==> src/rtl/timer_pkg.sv <==
// Shared types and constants for the MM:SS countdown sequencer.
package timer_pkg;

    localparam int unsigned DIGIT_W  = 4;
    localparam int unsigned PRESET_W = 16;

    localparam logic [DIGIT_W-1:0] MAX_DIGIT    = 4'd9;
    localparam logic [DIGIT_W-1:0] MAX_SEC_TENS = 4'd5;

    typedef enum logic [1:0] {
        ST_IDLE  = 2'd0,
        ST_RUN   = 2'd1,
        ST_PAUSE = 2'd2,
        ST_DONE  = 2'd3
    } state_t;

    // A preset can be started when it is non-zero and its seconds-tens digit is 0..5.
    function automatic logic preset_ok(input logic [PRESET_W-1:0] p);
        return (p != '0) && (p[7:4] <= MAX_SEC_TENS);
    endfunction

endpackage

==> src/rtl/tick_prescaler.sv <==
// Mod-TICK_DIV up counter with synchronous clear and count enable; tc marks the last count.
module tick_prescaler #(
    parameter int unsigned TICK_DIV = 100,
    parameter int unsigned DIV_W    = 7
) (
    input  logic clk,
    input  logic rst,
    input  logic clr,
    input  logic en,
    output logic tc
);

    logic [DIV_W-1:0] count_q;
    logic [DIV_W-1:0] count_d;

    assign tc = (count_q == DIV_W'(TICK_DIV - 1));

    always_comb begin
        count_d = count_q;
        if (clr) begin
            count_d = '0;
        end else if (en) begin
            count_d = tc ? '0 : count_q + 1'b1;
        end
    end

    always_ff @(posedge clk or posedge rst) begin
        if (rst) begin
            count_q <= '0;
        end else begin
            count_q <= count_d;
        end
    end

endmodule

==> src/rtl/timer_controller.sv <==
// Countdown sequencer: keypad preset capture, chain load pulse, 1-tick count enable,
// and stop at 00:00 with a done flag.
module timer_controller
    import timer_pkg::*;
#(
    parameter int unsigned TICK_DIV = 100,
    parameter int unsigned DIV_W    = 7
) (
    input  logic                clk,
    input  logic                clear,
    input  logic                key_valid,
    input  logic [DIGIT_W-1:0]  key_digit,
    input  logic                start,
    input  logic                stop,
    input  logic                zero,
    output logic                load,
    output logic [PRESET_W-1:0] preset,
    output logic                en,
    output logic                running,
    output logic                done
);

    state_t              state_q, state_d;
    logic [PRESET_W-1:0] preset_q, preset_d;
    logic                load_q, load_d;
    logic                en_q, en_d;
    logic                running_q, running_d;
    logic                done_q, done_d;

    logic presc_clr;
    logic presc_en;
    logic presc_tc;

    tick_prescaler #(
        .TICK_DIV (TICK_DIV),
        .DIV_W    (DIV_W)
    ) u_prescaler (
        .clk (clk),
        .rst (clear),
        .clr (presc_clr),
        .en  (presc_en),
        .tc  (presc_tc)
    );

    always_comb begin
        state_d   = state_q;
        preset_d  = preset_q;
        load_d    = 1'b0;
        en_d      = 1'b0;
        presc_clr = 1'b0;
        presc_en  = 1'b0;

        case (state_q)
            ST_IDLE: begin
                if (key_valid && (key_digit <= MAX_DIGIT)) begin
                    preset_d = {preset_q[PRESET_W-DIGIT_W-1:0], key_digit};
                end
                if (start && !stop && preset_ok(preset_q)) begin
                    load_d    = 1'b1;
                    presc_clr = 1'b1;
                    state_d   = ST_RUN;
                end
            end
            ST_RUN: begin
                // zero is ignored during the load cycle: the chain still shows its old contents.
                if (stop) begin
                    state_d = ST_PAUSE;
                end else if (zero && !load_q) begin
                    state_d = ST_DONE;
                end else begin
                    presc_en = 1'b1;
                    en_d     = presc_tc && !zero;
                end
            end
            ST_PAUSE: begin
                if (stop) begin
                    state_d  = ST_IDLE;
                    preset_d = '0;
                end else if (start) begin
                    state_d = ST_RUN;
                end
            end
            ST_DONE: begin
                if (start || stop) begin
                    state_d = ST_IDLE;
                end
            end
            default: begin
                state_d = ST_IDLE;
            end
        endcase

        running_d = (state_d == ST_RUN);
        done_d    = (state_d == ST_DONE);
    end

    always_ff @(posedge clk or posedge clear) begin
        if (clear) begin
            state_q   <= ST_IDLE;
            preset_q  <= '0;
            load_q    <= 1'b0;
            en_q      <= 1'b0;
            running_q <= 1'b0;
            done_q    <= 1'b0;
        end else begin
            state_q   <= state_d;
            preset_q  <= preset_d;
            load_q    <= load_d;
            en_q      <= en_d;
            running_q <= running_d;
            done_q    <= done_d;
        end
    end

    assign load    = load_q;
    assign preset  = preset_q;
    assign en      = en_q;
    assign running = running_q;
    assign done    = done_q;

endmodule
==> config.mk <==
export PLATFORM = sky130hd
export DESIGN_NAME = timer_controller
export DESIGN_NICKNAME = d
export VERILOG_FILES = /design/src/rtl/timer_pkg.sv /design/src/rtl/tick_prescaler.sv /design/src/rtl/timer_controller.sv
export SDC_FILE = /design/constraint.sdc
export NUM_CORES = 1
export LEC_CHECK = 0
export CORE_ASPECT_RATIO = 0.6
export CORE_MARGIN = 1.5
export CORE_UTILIZATION = 48
export CTS_CLUSTER_SIZE = 28
export DETAILED_ROUTE_END_ITERATION = 8
export PLACE_DENSITY = 0.77
export SYNTH_ARGS = -nofsm -noshare
export SYNTH_HDL_FRONTEND = slang
export SYNTH_SLANG_ARGS = --single-unit
==> constraint.sdc <==
create_clock -name clk -period 1.6 [get_ports clk]
set_input_delay 0.24 -clock clk [delete_from_list [all_inputs] [get_ports clk]]
set_output_delay 0.24 -clock clk [all_outputs]
set_load 0.02 [all_outputs]
==> After elaboration in Yosys (flattened, before gate mapping) <==
Cells that the tools add are included.
{ "totals": {"ff_bits": 29, "latch_bits": 0, "ram_bits": 0, "rom_bits": 0, "in_bits": 10, "out_inout_bits": 20, "wordCells": 54, "mem_count": 0} }
{ "op_classes": {"addsub": 1, "multipliers": 0, "div_mod_pow": 0, "n_lt_le_gt_ge": 2, "n_eq_ne": 8, "shifts": 0, "muxes": 21, "n_bitwise": 0, "n_reduce_logical": 15} }
{ "ops": {"columns": ["op", "n"], "rows": [
  ["2-to-1 mux 16 bit", 2],
  ["one-hot mux 16 bit (2 select lines)", 1],
  ["2-to-1 mux 7 bit", 3],
  ["nonzero test 16 bit", 1],
  ["2-to-1 mux 2 bit", 6],
  ["2-to-1 mux 1 bit", 8],
  ["one-hot mux 2 bit (4 select lines)", 1],
  ["adder 7 x 1 -> 7 bit, second input constant", 1],
  ["equality test 7 bit, second input constant", 1],
  ["equality test 2 bit, second input constant", 3],
  ["logical AND 1 bit", 6],
  ["equality test 2 x 1 -> 1 bit, second input constant", 2],
  ["<= comparator 4 x 3 -> 1 bit, second input constant", 1],
  ["<= comparator 4 bit, second input constant", 1],
  ["inequality test 2 bit, second input constant", 2],
  ["nonzero test 2 bit", 2],
  ["logical NOT 1 bit", 3],
  ["AND reduction 3 bit", 1],
  ["logical NOT 2 bit", 1],
  ["logical OR 1 bit", 1]
]} }

==> Longest topological paths before layout <==
Gate-level depths: netlist of the first run.
{ "depth": {"word_depth": 7, "ltp_mapped": 6, "ltp_nobuf": 5} }

==> By module <==
From an unflattened synthesis of the first run, not the netlist that was laid out.
{ "unflattened": {"cells_unflattened": 145, "area_unflattened_um2": 1428.9} }
{ "by_module_without_submodules": {"columns": ["mod", "instances", "cells_per_inst", "area_each_um2", "seq_area_each_um2"], "rows": [
  ["timer_controller", 1, 105, 1049.8, 550.5],
  ["tick_prescaler", 1, 40, 379.1, 175.2]
]} }

==> Least setup slack after synthesis of the first run <==
Ideal clock, no wire load.
{ "synth_timing": {"path_kind": "register -> register", "startpoint": "register preset_q[8], in the netlist preset[8]", "endpoint": "register done_q, in the netlist done", "setup_ps": 119, "arrival_ps": 1352, "required_ps": 1481, "setup_slack_ps": 130, "stages_incl_launch_ff": 6, "n_path_buf": 1, "period_less_slack_ps": 1470, "cell_sequence": "dfrtp_1 > nor4_1 > nand4_1 > and3_1 > buf_2 > o21a_1"} }
{ "synth_via": {"elab_chain_len": 6} }
{ "synth_rtl": {"columns": ["item", "line", "rtl"], "rows": [
  ["from (decl)", "timer_controller.sv:24", "logic [PRESET_W-1:0] preset_q, preset_d;"],
  ["from (signal assigned)", "timer_controller.sv:107", "preset_q <= preset_d;"],
  ["nonzero test 16 bit", "timer_pkg.sv:19", "return (p != '0) && (p[7:4] <= MAX_SEC_TENS);"],
  ["logical AND 1 bit", "timer_pkg.sv:19", null],
  ["logical AND 1 bit", "timer_controller.sv:58", "if (start && !stop && preset_ok(preset_q)) begin"],
  ["2-to-1 mux 2 bit", "timer_controller.sv:58", null],
  ["one-hot mux 2 bit (4 select lines)", "timer_controller.sv:53", "case (state_q)"],
  ["equality test 2 bit", "timer_controller.sv:94", "done_d = (state_d == ST_DONE);"],
  ["net done_d", "timer_controller.sv:28", "logic done_q, done_d;"],
  ["to (signal assigned)", "timer_controller.sv:111", "done_q <= done_d;"],
  ["to (decl)", "timer_controller.sv:28", null]
]} }
The timed path passes the listed nets, and every way through them passes these cells.
A chain may end at the register's enable or synchronous reset.

==> Worst setup path after layout of the first run <==
{ "layout_timing": {"startpoint": "register preset_q[7], in the netlist preset[7]", "endpoint": "output port preset[7]"} }
{ "layout_lines": {"columns": ["item", "line", "rtl"], "rows": [
  ["to (decl)", "timer_controller.sv:17", "output logic [PRESET_W-1:0] preset,"]
]} }
No word-level cell between the ends.

==> flow_summary_export.csv, run 1 <==
group,metric,value,unit
run_status,status,"finished, final reports clean",
sta,period_needed,1.544,ns
die,rows,14,
die,ios,30,
route,drcViolationCount,0,
clock_network,cts_buffers,5,
power_and_ir_drop,p_per_area,1911,mW/mm^2
die,start_util,50.89,%
layout,diodes,0,
setup_path,crit_fanout,4,
layout,fin_nets,170,
setup_path,crit_family,"buffers and inverters",
die,die_w,69.77,microns
layout,mostFrequentLayoutCell,"dfrtp_1",
setup_path,worstPathRequired,1.36,ns
die,die_h,43.06,microns
min_path,hp-class,"in -> async",
route,viasPerCell,5.644,
logic_synthesis,async_flop_share,100.0,%
route,vias,1078,
sta,fin_skew,0.002931,ns
run,maxCapViolCount,0,
layout,final_core_util,72.12,%
place,dp_hpwl,2301,microns
logic_synthesis,syn_area_per_cell,11.78,sq um
logic_synthesis,ys_seq_area_share,56.53,%
setup_path,cp-end-kind,"output port",
sta,fin_crit_sh,96.48,%
sta,clock.fmax,647.8,MHz
grt,grt_pass1_vias,1012,
layout,area_growth,41.72,%
logic_synthesis,ys_warn_count,0,
logic_synthesis,syn-num-nets,120,
clock_network,htreeDepth,2,
power_and_ir_drop,leakagePower,0.8891,nW
sta,grt_setup_unrepaired,"false",
setup_path,worstSetupPathType,"reg -> out",
grt,grt_pass1_wl,5043,microns
logic_synthesis,ys_ff_latch,29,
logic_synthesis,synthCells,109,
grt,track_usage,22.88,%
route,first_pass_iters,4,
layout,layout-drive-gt1-share,20.13,%
logic_synthesis,synth-main-ff-cell,"dfrtp_1",
grt,grt_max_degree,30,
clock_network,cts_buffer_depth,2,
place,port_buffers,29,
setup_path,cp_cell_sequence,"clkdlybuf4s50_1",
sta,worst_pin_slew,0.4537,ns
setup_path,worst_path_largest_cell_delay,0.63,ns
sta,slew_violations,0,
sta,relSlewSlack,69.75,%
setup_path,cp-start-kind,"register",
setup_path,crit_arrival,1.30,ns
logic_synthesis,syn_area,0.001284,sq mm
setup_path,cp.buffers_inverters,1,
route,drtIter0Drc,74,
setup_path,cpMaxStageDelayCell,"clkdlybuf4s50_1",
sta,setup_violations,0,
layout,layout_common_cells,"29 x dfrtp_1, 19 x buf_4, 18 x clkdlybuf4s50_1",
grt,grt-ovfl-total,0,
clock_network,clk_pin_slew_worst_paths,0.06,ns
die,dieArea,0.003004,sq mm
route,wire_per_inst,16.42,microns
route,wl,3137,microns
clock_network,worstSkewPairLatency,0.28,ns
sta,hold_viol,0,
place,gp_congestion,0.8982,
die,core_area,0.002522,sq mm
power_and_ir_drop,irDropWorstVdd,1.025,mV
route,ant_nets,0,
grt,antenna_found_initial,0,
sta,whs,0.3312,ns
clock_network,cts_tree,"yes",
clock_network,clockRootBuffer,"clkbuf_8",
logic_synthesis,synth_edf_count,0,
clock_network,cts_sinks,29,
logic_synthesis,ys_types,35,
==> what timing repair did <==
| action | in CTS | in global routing |
|---|---|---|
| hold endpoints to repair | 0 | 0 |
| setup buffers | 0 | 0 |
| hold buffers | 0 | 0 |
| pin swaps | 0 | 1 |
| endpoints found under the setup margin | 8 | 9 |
| resized for setup | 8 | 6 |
==> metal layers <==
metal / vias up / track usage [%] / part of all wire [%]
li1: 504 / - / -
met1: 519 / 33.44 / 46
met2: 53 / 30.86 / 45
met3: 2 / 8.076 / 7.6
met4: 0 / 9.231 / 0.89
met5: - / 0 / 0
==> power by group <==
part           leakage, nW  total [mW]  internal (mW)  switching (mW)
clock network       0.0443       0.590          0.340           0.250
logic                0.457        1.65          0.832           0.823
registers            0.388        1.23          0.995           0.238
total                0.889        3.48           2.17            1.31
==> synth_stat cells (2+ instances only) <==
master / instances / area (sq um)
xor2_1: 2 / 17.52
nor2_1: 6 / 22.52
and3_1: 2 / 12.51
a21oi_1: 6 / 30.03
nand3_1: 6 / 30.03
dfrtp_1: 29 / 725.7
a22o_1: 16 / 140.1
nor4_1: 3 / 18.77
inv_1: 2 / 7.510
o21ai_0: 3 / 15.01
nand3b_1: 2 / 15.01
a311oi_1: 2 / 17.52
nand2_1: 6 / 22.52
buf_6: 2 / 22.52
nor4b_1: 2 / 17.52
==> path summary, 6_finish.rpt <==
check                                        from                     end  slack (ns)  cells past startpoint
max in group asynchronous                   clear               preset[9]        1.01                      3
min reg2reg                u_prescaler.count_q[6]  u_prescaler.count_q[6]        0.50                      1
max reg2reg                             preset[4]                    done        0.09                      5
max                                     preset[7]               preset[7]        0.06                      1
min in group clk           u_prescaler.count_q[6]  u_prescaler.count_q[6]        0.50                      1
min                                         clear               preset[8]        0.33                      3
==> tightest hold or removal path: cells and delay by family <==
family,cells,cell delay [ns]
buf+inv,3,0.77
==> flip-flops by register name (all words and copies together), names as in the netlist <==
signal	cells
state_q	2
preset	16
done	1
en	1
u_prescaler.count_q	7
running	1
load	1
==> metrics by stage <==
stage | setup TNS (ns) | std cells | power, mW | worst slack [ns] | area, sq um
after floorplan | 0 | 109 | 2.074 | 0.1296 | 1284
after global placement | -0.6004 | 184 | 2.847 | -0.04204 | 1718
after detailed placement | -1.277 | 184 | 2.921 | -0.08191 | 1718
after CTS | 0 | 191 | 3.458 | 0.002661 | 1794
after global routing | 0 | 191 | 3.655 | 0.003417 | 1819
final | 0 | 191 | 3.477 | 0.05635 | 1819
==> area by class of cell <==
class | count | area (sq um)
fillers | 195 | 703.2
multi-input cells | 73 | 529.3
clock buffers | 7 | 86.33
repair buffers | 48 | 430.4
well taps | 32 | 40.04
inverters | 2 | 7.507
flip-flops and latches | 29 | 725.7
==> cell families after synthesis <==
logic type               Yosys count  share of synthesized area, %
AO/OA/AOI/OAI                     31                         19.49
XOR/XNOR                           3                         2.047
adder cells (fa/ha/maj)            1                        0.9745
buffers and inverters              7                         3.606
flip-flops                        29                         56.53
AND/OR/NAND/NOR                   38                         17.35
Power figures use the tool's default switching activity.
==> run 2, diff against run 1 <==
--- a/config.mk
+++ b/config.mk
@@ -8,7 +8,6 @@
 export CORE_ASPECT_RATIO = 0.6
 export CORE_MARGIN = 1.5
 export CORE_UTILIZATION = 48
-export CTS_CLUSTER_SIZE = 28
 export DETAILED_ROUTE_END_ITERATION = 8
 export PLACE_DENSITY = 0.77
 export SYNTH_ARGS = -nofsm -noshare
==> results of run 2 <==
Final layout, timing and power as in run 1 (identical DEF).
